$ cat config.mk
export PLATFORM = sky130hd
export DESIGN_NAME = ram32_rmw_ctrl
export DESIGN_NICKNAME = d
export VERILOG_FILES = /design/src/rtl/ram32_pkg.sv /design/src/rtl/ram32_rmw_ctrl.sv
export SDC_FILE = /design/constraint.sdc
export NUM_CORES = 1
export LEC_CHECK = 0
export CORE_MARGIN = 10
export CORE_UTILIZATION = 48
export DETAILED_ROUTE_END_ITERATION = 10
export HOLD_SLACK_MARGIN = 0.15
export PLACE_DENSITY = 0.84
export SLEW_MARGIN = 30
export SYNTH_ARGS = -nofsm -noshare
export SYNTH_HDL_FRONTEND = slang
export SYNTH_SLANG_ARGS = --single-unit
$ cat constraint.sdc
create_clock -name clk -period 2.06 [get_ports clk]
set_input_delay 0.206 -clock clk [delete_from_list [all_inputs] [get_ports clk]]
set_output_delay 0.206 -clock clk [all_outputs]
set_load 0.1 [all_outputs]
$ cat src/rtl/ram32_pkg.sv
// Shared types, constants and the byte-merge helper for the 32-bit RAM
// read-modify-write controller.
package ram32_pkg;

    typedef enum logic [1:0] {
        IDLE    = 2'd0,
        RD_WAIT = 2'd1,
        RMW_WR  = 2'd2,
        RSP     = 2'd3
    } ram32_state_e;

    localparam logic [3:0] WSTRB_FULL = 4'hF;

    // Bytes whose strobe is set come from new_word, the rest from old_word.
    function automatic logic [31:0] merge_bytes(
        input logic [31:0] old_word,
        input logic [31:0] new_word,
        input logic [3:0]  strb
    );
        logic [31:0] mask;
        for (int i = 0; i < 4; i++) begin
            mask[8*i +: 8] = {8{strb[i]}};
        end
        return (new_word & mask) | (old_word & ~mask);
    endfunction

endpackage

$ cat src/rtl/ram32_rmw_ctrl.sv
// Request/response front end for a 32-bit synchronous RAM that turns
// byte-strobed writes into read-modify-write sequences.
module ram32_rmw_ctrl
    import ram32_pkg::*;
#(
    parameter  int RAM_SIZE  = 1024,
    localparam int ADDR_BITS = $clog2(RAM_SIZE / 4)
) (
    input  logic                 clk,
    input  logic                 reset,
    input  logic                 req_valid,
    output logic                 req_ready,
    input  logic [ADDR_BITS-1:0] req_addr,
    input  logic                 req_we,
    input  logic [31:0]          req_wdata,
    input  logic [3:0]           req_wstrb,
    output logic                 rsp_valid,
    input  logic                 rsp_ready,
    output logic [31:0]          rsp_rdata,
    output logic [ADDR_BITS-1:0] ram_addr,
    output logic                 ram_we,
    output logic [31:0]          ram_wdata,
    input  logic [31:0]          ram_rdata
);

    ram32_state_e         state_r;
    logic [ADDR_BITS-1:0] addr_r;
    logic [31:0]          wdata_r;
    logic [3:0]           wstrb_r;
    logic                 is_partial_r;
    logic [31:0]          merged_r;
    logic [31:0]          rsp_rdata_r;

    logic                 accept_s;
    logic                 full_wr_s;
    logic                 partial_wr_s;

    assign req_ready = (state_r == IDLE) && !reset;
    assign rsp_valid = (state_r == RSP) && !reset;
    assign rsp_rdata = rsp_rdata_r;

    // Classify the request presented in the current cycle.
    always_comb begin
        accept_s     = (state_r == IDLE) && req_valid && !reset;
        full_wr_s    = req_we && (req_wstrb == WSTRB_FULL);
        partial_wr_s = req_we && (req_wstrb != 4'h0) && (req_wstrb != WSTRB_FULL);
    end

    // RAM port: the accept cycle addresses the RAM directly from the request
    // so the read (or full write) starts without an extra cycle.
    always_comb begin
        ram_addr  = addr_r;
        ram_we    = 1'b0;
        ram_wdata = 32'h0000_0000;
        if (accept_s) begin
            ram_addr = req_addr;
            if (full_wr_s) begin
                ram_we    = 1'b1;
                ram_wdata = req_wdata;
            end else begin
                ram_we    = 1'b0;
                ram_wdata = 32'h0000_0000;
            end
        end else if ((state_r == RMW_WR) && !reset) begin
            ram_we    = 1'b1;
            ram_wdata = merged_r;
        end else begin
            ram_we    = 1'b0;
            ram_wdata = 32'h0000_0000;
        end
    end

    // Transaction sequencer with latched request fields and response data.
    always_ff @(posedge clk) begin
        if (reset) begin
            state_r      <= IDLE;
            addr_r       <= '0;
            wdata_r      <= 32'h0000_0000;
            wstrb_r      <= 4'h0;
            is_partial_r <= 1'b0;
            merged_r     <= 32'h0000_0000;
            rsp_rdata_r  <= 32'h0000_0000;
        end else begin
            case (state_r)
                IDLE: begin
                    if (req_valid) begin
                        addr_r       <= req_addr;
                        wdata_r      <= req_wdata;
                        wstrb_r      <= req_wstrb;
                        is_partial_r <= partial_wr_s;
                        if (full_wr_s) begin
                            rsp_rdata_r <= req_wdata;
                            state_r     <= RSP;
                        end else begin
                            state_r <= RD_WAIT;
                        end
                    end else begin
                        state_r <= IDLE;
                    end
                end
                RD_WAIT: begin
                    if (is_partial_r) begin
                        merged_r <= merge_bytes(ram_rdata, wdata_r, wstrb_r);
                        state_r  <= RMW_WR;
                    end else begin
                        rsp_rdata_r <= ram_rdata;
                        state_r     <= RSP;
                    end
                end
                RMW_WR: begin
                    rsp_rdata_r <= merged_r;
                    state_r     <= RSP;
                end
                RSP: begin
                    if (rsp_ready) begin
                        state_r <= IDLE;
                    end else begin
                        state_r <= RSP;
                    end
                end
                default: begin
                    state_r <= IDLE;
                end
            endcase
        end
    end

endmodule

==> results of run 1 <==
-- per-layer routing --
layer	wire length, um	vias up	global-route usage
met5	0	-	0
met4	434	0	0.0683
met1	7580	2596	0.257
li1	-	2553	-
met3	1660	35	0.0778
met2	9470	244	0.384
-- critical path: stages, from the launching register on --
cell                       delay (ps)
sky130_fd_sc_hd__dfxtp_2          340
sky130_fd_sc_hd__inv_2             90
sky130_fd_sc_hd__ha_4             150
sky130_fd_sc_hd__nand4b_1         190
sky130_fd_sc_hd__nor2_4           180
sky130_fd_sc_hd__buf_4            160
sky130_fd_sc_hd__buf_12           170
sky130_fd_sc_hd__a22o_4           170
sky130_fd_sc_hd__buf_12           170
-- worst paths after layout --
kind | cells past startpoint | endpoint
setup / recovery | 8 | ram_wdata[14]
hold / removal | 3 | addr_r[0]
setup reg to reg | 7 | merged_r[22]
hold reg to reg | 2 | wdata_r[29]
-- power by group --
| part | internal (mW) | switching, mW | total (mW) |
|---|---|---|---|
| clock | 0.973 | 0.860 | 1.83 |
| sequential | 2.50 | 0.269 | 2.77 |
| combinational | 1.53 | 3.15 | 4.67 |
| total | 5.00 | 4.28 | 9.28 |
-- cell families (layout without fill, tap and decap cells) --
family,count (synthesis),after routing,synth area share
AOI/OAI and AO/OA,179,179,0.240
adders and majority gates,5,5,0.0114
buffers and inverters,67,217,0.0554
DFF,111,111,0.403
muxes,72,72,0.133
and+or+nand+nor,200,200,0.157
-- per-stage QoR --
step	utilization	setup WS [ps]	cells	TNS (ps)
global placement	0.689	111	890	0
finish	0.743	-152	927	-3820
floorplan	-	-72.6	634	-654
detailed placement	0.689	85.6	890	0
global route	0.743	-201	927	-6020
CTS	0.735	-89.6	919	-1570
-- state kept, by name, indices dropped and copies added (netlist names) --
register	flops
merged_r	32
addr_r	8
rsp_rdata	32
is_partial_r	1
wdata_r	32
state_r	2
wstrb_r	4
-- layout make-up --
cell class                 count  area [um2]  share of cell area
clock buffer                   9         225              0.0268
clock inverter                 7        85.1              0.0101
inverter                       5        18.8             0.00223
multi-input combinational    456        3320               0.394
sequential                   111        2220               0.264
tap                          143         179              0.0213
timing repair buffer         196        2360               0.281
-- placed cells by master (no fill, tap or decap), types with 2 or more instances in the layout --
cell / count
sky130_fd_sc_hd__mux2i_1: 64
sky130_fd_sc_hd__nand2_1: 89
sky130_fd_sc_hd__dfxtp_1: 109
sky130_fd_sc_hd__inv_1: 3
sky130_fd_sc_hd__a211oi_1: 34
sky130_fd_sc_hd__a22oi_1: 32
sky130_fd_sc_hd__mux2_4: 8
sky130_fd_sc_hd__a21oi_1: 44
sky130_fd_sc_hd__buf_4: 61
sky130_fd_sc_hd__a22o_4: 28
sky130_fd_sc_hd__inv_2: 2
sky130_fd_sc_hd__ha_1: 4
sky130_fd_sc_hd__inv_6: 4
sky130_fd_sc_hd__nand2b_1: 33
sky130_fd_sc_hd__nor2_1: 66
sky130_fd_sc_hd__a22o_2: 4
sky130_fd_sc_hd__a211o_1: 32
sky130_fd_sc_hd__clkbuf_16: 12
sky130_fd_sc_hd__buf_6: 2
sky130_fd_sc_hd__buf_12: 49
sky130_fd_sc_hd__clkdlybuf4s50_1: 79
sky130_fd_sc_hd__and2_4: 2
sky130_fd_sc_hd__dfxtp_2: 2
-- what timing repair did --
item | in CTS | in global routing
resized for setup | 16 | 2
endpoints found under the setup margin | 41 | 41
buffers inserted | 10 | 7
hold buffers | 1 | 0
cloned | 2 | 3
hold endpoints to repair | 2 | 0
pin swaps | 2 | 5
-- Yosys cell counts --
cell type,n
sky130_fd_sc_hd__a211oi_1,34
sky130_fd_sc_hd__dfxtp_1,111
sky130_fd_sc_hd__mux2_2,8
sky130_fd_sc_hd__o21a_1,1
sky130_fd_sc_hd__nor2_1,67
sky130_fd_sc_hd__inv_1,5
sky130_fd_sc_hd__a221oi_1,1
sky130_fd_sc_hd__buf_1,7
sky130_fd_sc_hd__clkbuf_1,37
sky130_fd_sc_hd__ha_1,5
sky130_fd_sc_hd__nor2b_1,2
sky130_fd_sc_hd__and2_1,1
sky130_fd_sc_hd__nand4b_1,1
sky130_fd_sc_hd__buf_2,13
sky130_fd_sc_hd__nor3b_2,1
sky130_fd_sc_hd__nand4_1,1
sky130_fd_sc_hd__and2_4,1
sky130_fd_sc_hd__a22o_1,33
sky130_fd_sc_hd__mux2i_1,64
sky130_fd_sc_hd__nor4_1,1
sky130_fd_sc_hd__nand2b_1,33
sky130_fd_sc_hd__a22oi_1,32
sky130_fd_sc_hd__a2111o_1,1
sky130_fd_sc_hd__or2_2,1
sky130_fd_sc_hd__a21oi_1,44
sky130_fd_sc_hd__nand2_1,91
sky130_fd_sc_hd__a21boi_0,1
sky130_fd_sc_hd__a211o_1,32
sky130_fd_sc_hd__buf_6,5
==> results.md, run 1 <==
Outcome:
- The run finished, with violations left.
- The checks that failed: setup timing.

Logic synthesis:
- For this run, the register share of the synthesized area comes to 0.403.
- Summing every instance area after synthesis gives approximately 5500 um2.
- The number of nets in the synthesized netlist is approximately 700.
- The mean cell area of the mapped netlist is between 8 and 9 um2.
- Synthesis produced approximately 630 cells.
- Of all cell types, the one taking the most synthesized area is sky130_fd_sc_hd__dfxtp_1.
- After synthesis the netlist holds a flip-flop and latch count of ~110.
- Of the post-synthesis cell area, the dominant cell type holds 0.403.
- The count of different cell masters after synthesis is 29.
- For this run, the number of Yosys warnings is 0.
- Sorting the synthesized cells by area gives the leading types as sky130_fd_sc_hd__dfxtp_1 (40%), sky130_fd_sc_hd__mux2i_1 (12%), sky130_fd_sc_hd__nand2_1 (6.2%).

Die:
- The I/O pin count is around 160.
- The die is 127 um wide.
- The placeable core region is about 11,000 um2.
- The die covers 16,200 um2.
- The effective utilization at floorplan is 0.487.
- The floorplan has 39 rows.
- The chip height is about 130 um.

GRT:
- The first global-routing pass estimated ~30,000 um of wire.
- The number of antenna violations at the first check in global routing came to 0.
- The number of global-route vias before repair came to 5,629.
- Global routing finished with a remaining overflow of 0.
- The total global-route track usage is 0.224.
- Entering global routing, the biggest net connects about 100 pins.

Place:
- In this run the cell area measured after placement is just under 8000 um2.
- The global placement routability congestion is 0.795.
- The sum of net half-perimeters after detailed placement is roughly 12,000 um.
- The count of input and output buffers is roughly 160.

Clock network:
- The cell at the root of the clock tree is sky130_fd_sc_hd__clkbuf_16.
- The TritonCTS buffer count is 9.
- The H-tree was split into 3 levels.
- After clock tree synthesis, the clock-pin slew on the worst setup and hold paths is roughly 80 ps.
- For the worst-skew pair, the clock arrives at the later sink with an insertion delay of roughly 360 ps.
- TritonCTS built the clock tree.
- The clock drives 111 sinks.
- The buffer depth of the longest clock path is 2.

Critical path:
- The beginning of the critical path is state_r[0].
- In this run the critical register-to-register path is launched from state_r[1].
- The start-to-end type of the worst setup path is flop to output pin.
- For the worst setup path, the data arrival time is approximately 2000 ps.
- STA classifies the critical path endpoint as an output pin.
- STA classifies the critical path startpoint as a flop.
- Across all register-to-register paths, the minimum setup slack is approximately 150 ps.
- Data on the critical path is required at its endpoint by 1850 ps.
- The worst-path maximum fanout is 16.

STA:
- The worst clock skew is 10.1 ps.
- The final cycle utilization of the critical path is 1.07.
- The minimum setup slack in the final design is -152 ps.
- Subtracting the final worst setup slack from the clock period gives about 2200 ps.
- The transition time at the pin with the least slew margin is roughly 950 ps.
- The final count of negative-setup-slack endpoints is between 40 and 50.
- Setup repair after global routing could not meet its margin everywhere.
- The total count of hold-check failures in the final report is 0.
- The number of slew-limit violations in the final report is 0.
- The smallest hold slack is ~420 ps.
- Derived from the worst setup path, the maximum achievable clock frequency is ~450 MHz.
- Measured against its own limit, the worst slew margin works out to 0.364.

Drt:
- The starting DRC count in detailed routing is between 300 and 400.
- The first detailed-routing pass ran for 5 iterations.
- Dividing the detail-routed wire length by the instance count gives just over 20 um.
- The number of antenna-violating nets in the routed design is 0.
- The vias per cell is 5.86.
- The DRC violations left is 0.
- Detailed routing inserted a total of about 5,400 vias.
- The final layout contains routed wiring with a total length of 19,100 um.

Pwr:
- The design draws slightly above 9 mW.
- The maximum resistive drop on vdd is 0.000760 V.
- In this run the power density over the cells is 1100 nW/um2.
- Summed over all cells, the static leakage comes to 3.42 nW.

Worst hold path:
- The startpoint identified for the worst hold timing path is req_addr[0].
- The path class of the tightest hold or removal check is primary input to flop.

Finish:
- The repair_antennas step left the layout with diodes totalling 0.
- The layout has approximately 770 filler cells.
- The area of all placed cells without fillers is ~8400 um2.
- The net count of the finished layout is 865.
- The layout overhead on the synthesized area is 52.8%.
- Of the cells placed in the final design, the portion with a size suffix greater than 1 is 0.239.

Job:
- Across the run, the number of max-cap violations was 0.
(Power assumes the default switching activity.)
==> run 2: changes to the inputs <==
--- a/config.mk
+++ b/config.mk
@@ -5,11 +5,12 @@
 export SDC_FILE = /design/constraint.sdc
 export NUM_CORES = 1
 export LEC_CHECK = 0
-export CORE_MARGIN = 10
+export CORE_MARGIN = 2
 export CORE_UTILIZATION = 48
 export DETAILED_ROUTE_END_ITERATION = 10
 export HOLD_SLACK_MARGIN = 0.15
 export PLACE_DENSITY = 0.84
+export SKIP_LAST_GASP = 1
 export SLEW_MARGIN = 30
 export SYNTH_ARGS = -nofsm -noshare
 export SYNTH_HDL_FRONTEND = slang
==> run 2 against run 1 <==
- the run still ends with setup timing left
- power rose by 3.0%
- first-iteration DRC count is 27% higher
- core utilization is 1.3 points higher
- routed wire length fell by 6.3%
- cell area is 1.7% higher
- clock-buffer cell count did not move
- fmax grew 2.7%
- critical path type unchanged
- critical endpoint unchanged
==> results.md, run 2 (same netlist as run 1, synthesis figures left out) <==
Finish:
- The number of standard cells in the layout, taps in and fillers out was 930 (+0.32%).
- The number of antenna diodes is 0 (unchanged).
- Relative to the synthesized area, the layout overhead comes to 55.5%.
- The most common cell after layout, fill and taps aside is sky130_fd_sc_hd__dfxtp_1.
- Leaving out fill and tap cells, the most frequent cells in the layout are sky130_fd_sc_hd__dfxtp_1 (109), sky130_fd_sc_hd__nand2_1 (89), sky130_fd_sc_hd__clkdlybuf4s50_1 (79).
- The layout cell share with drive strength beyond 1 is 0.244 (+0.00544).
- The number of fill cells is 744 (-3.8%).
- The net count of the finished layout is 868 (+0.35%).

Drt:
- The number of antenna-violating nets in the routed design was 0 (unchanged).
- The average routed wire per standard cell is 19.3 um (-6.6%).
- The length of the first detailed-routing pass in iterations is 5 (unchanged).
- The via total after detailed routing is 5,606 (+3.3%).
- The vias per cell is 6.03 (+2.9%).
- The starting DRC count in detailed routing came to 492 (+27%).
- The routed wire length is 17,900 um (-6.3%).
- The DRC violations left is 0 (unchanged).

STA:
- The worst clock skew is 12.8 ps (+2.78 ps).
- The final critical path time including I/O delays and setup came to 2150 ps (-58.0 ps).
- The final count of negative-setup-slack endpoints was 41 (unchanged).
- The final cycle utilization of the critical path is 1.05 (-0.0282).
- The number of slew-limit violations in the final report came to 0 (unchanged).
- The worst slew margin relative to its limit was 0.557 (+0.193).
- The transition time at the pin with the least slew margin is 665 ps (-290 ps).
- The smallest hold slack is 442 ps (+18.0 ps).
- The total count of hold-check failures in the final report is 0 (unchanged).
- The highest clock frequency the design can meet is 464 MHz (+2.7%).
- Setup repair after global routing could not meet its margin everywhere.
- The minimum setup slack in the final design is -93.8 ps (+58.0 ps).

Die:
- The effective utilization at floorplan was 0.487 (unchanged).
- The I/O pin count is 156 (unchanged).
- The chip height is 111 um (-13%).
- The die area came to 12,300 um2 (-24%).
- The die width is 111 um (-13%).
- The number of rows in the core area is 39 (unchanged).
- The placeable core region was 11,300 um2 (unchanged).

Pwr:
- The leakage power came to 3.49 nW (+1.9%).
- The total power per unit cell area is 1120 nW/um2 (+1.3%).
- The final total power was 9.55 mW (+3.0%).
- The maximum resistive drop on vdd came to 0.000905 V (+19%).

Critical path:
- The worst register-to-register path ends at merged_r[26].
- The worst register-to-register path begins at state_r[0].
- The worst-path maximum fanout is 8 (-8).
- STA classifies the critical path endpoint as an output pin.
- The cell with the biggest individual delay on the critical path is sky130_fd_sc_hd__dfxtp_2.
- The register-to-register path setup slack was 110 ps (-40 ps).
- Among the stages of the critical path, the cell type that occurs most often is sky130_fd_sc_hd__buf_12.
- The critical path is of the flop to output pin type.
- STA classifies the critical path startpoint as a flop.
- Traced cell by cell, the critical path runs through inv_4, ha_4, and2_4, nor3b_4, buf_6, buf_12, a22o_4, buf_12.
- The data arrival time of the critical path came to 1950 ps (-60 ps).
- The kind of cell adding the most delay to the critical path is buffers and inverters.
- The number of cell instances on the worst register-to-register path is 7 (unchanged).
- The data required time of the worst path is 1850 ps (about the same).
- The buffering stage count on the worst path with inverters included was 4 (unchanged).
- The longest individual stage delay on the worst path is 360 ps (+20 ps).

Clock network:
- The TritonCTS buffer count came to 9 (unchanged).
- The clock-pin slew on the worst setup and hold paths is 70 ps (about the same).
- The TritonCTS sink count is 111 (unchanged).
- The CTS tree is built.
- The tree is rooted in a sky130_fd_sc_hd__clkbuf_16.
- The buffer depth of the longest clock path was 2 (unchanged).
- The clock latency on the worst-skew pair is 340 ps (-20 ps).
- The depth of the CTS H-tree is 3 (unchanged).

Place:
- The count of input and output buffers is 155 (unchanged).
- The global placement routability congestion is 0.832 (+4.5%).
- The sum of net half-perimeters after detailed placement came to 10,800 um (-13%).
- The number of cells after detailed placement was 889 (-0.11%).

Worst hold path:
- The end point of the most critical hold path is addr_r[2].
- The worst hold path depth is 3 (unchanged).
- In this run the most critical hold path is launched from req_addr[2].
- The path class of the lowest-slack min-delay path is primary input to flop.

Outcome:
- The checks that failed: setup timing.
- The flow ran to the end, but the final reports show violations.

GRT:
- The total congestion overflow after global routing was 0 (unchanged).
- The number of antenna violations at the first check in global routing is 0 (unchanged).
- The wire length of the first global-routing pass is 27,600 um (-7.4%).
- The pin count of the biggest net entering global routing is 65 (-36%).
- The total global-route track usage is 0.272 (+0.0482).
- The number of global-route vias before repair is 5,371 (-4.6%).

Job:
- The reported max-cap violation count is 0 (unchanged).
-- run 2: layer usage --
layer  GRT usage  vias to the layer above  share of wire
met1       0.343                     2707           0.40
li1            -                     2562              -
met3      0.0536                       34          0.077
met4      0.0881                        0          0.017
met5           0                        -              0
met2       0.470                      303           0.51
-- run 2: area by class of cell --
class                   instances  area, um2  share of cell area
clock buffers                   9        225              0.0263
clock inverters                 7        126              0.0148
inverters                       5       21.3             0.00248
multi-input cells             456       3350               0.392
flip-flops and latches        111       2220               0.260
well taps                     143        179              0.0209
repair buffers                199       2430               0.284
-- run 2: through the flow --
stage / TNS [ps] / setup WS (ps) / utilization / area (um2)
after global routing: -5430 / -166 / 0.756 / 8560
after CTS: -1400 / -84.5 / 0.738 / 8350
after detailed placement: 0 / 60.9 / 0.690 / 7810
after floorplan: -654 / -72.6 / - / 5770
after global placement: 0 / 105 / 0.690 / 7810
final: -2810 / -93.8 / 0.756 / 8560
-- run 2: worst reg2reg max path: cells and delay by family, from the launching register on --
| family | cells | cell delay, ps |
|---|---|---|
| compound gates | 1 | 310 |
| flops | 1 | 360 |
| simple gates | 2 | 270 |
| buf+inv | 3 | 740 |
| fa+ha+maj | 1 | 180 |
-- run 2: worst max path at each step --
stage,startpoint,end,slack (ps),cells after the start
floorplan,state_r[0],ram_wdata[18],-70,7
global placement,req_wstrb[0],rsp_rdata[22],100,5
detailed placement,req_wstrb[0],rsp_rdata[24],60,5
CTS,state_r[0],ram_wdata[29],-80,8
global route,state_r[1],ram_wdata[12],-170,8
finish,state_r[0],ram_wdata[14],-90,8
-- run 2: report_power, final --
| part | switching, mW | total (mW) | internal, mW |
|---|---|---|---|
| Clock | 0.821 | 2.03 | 1.20 |
| Sequential | 0.269 | 2.77 | 2.50 |
| Combinational | 3.16 | 4.76 | 1.60 |
-- run 2: what timing repair did --
action,4_1_cts,5_1_grt
resized for setup,15,13
hold buffers,0,0
setup endpoints to repair,41,41
setup buffers,10,10
endpoints found under the hold margin,0,0
pin swaps,2,15
gates cloned,2,4
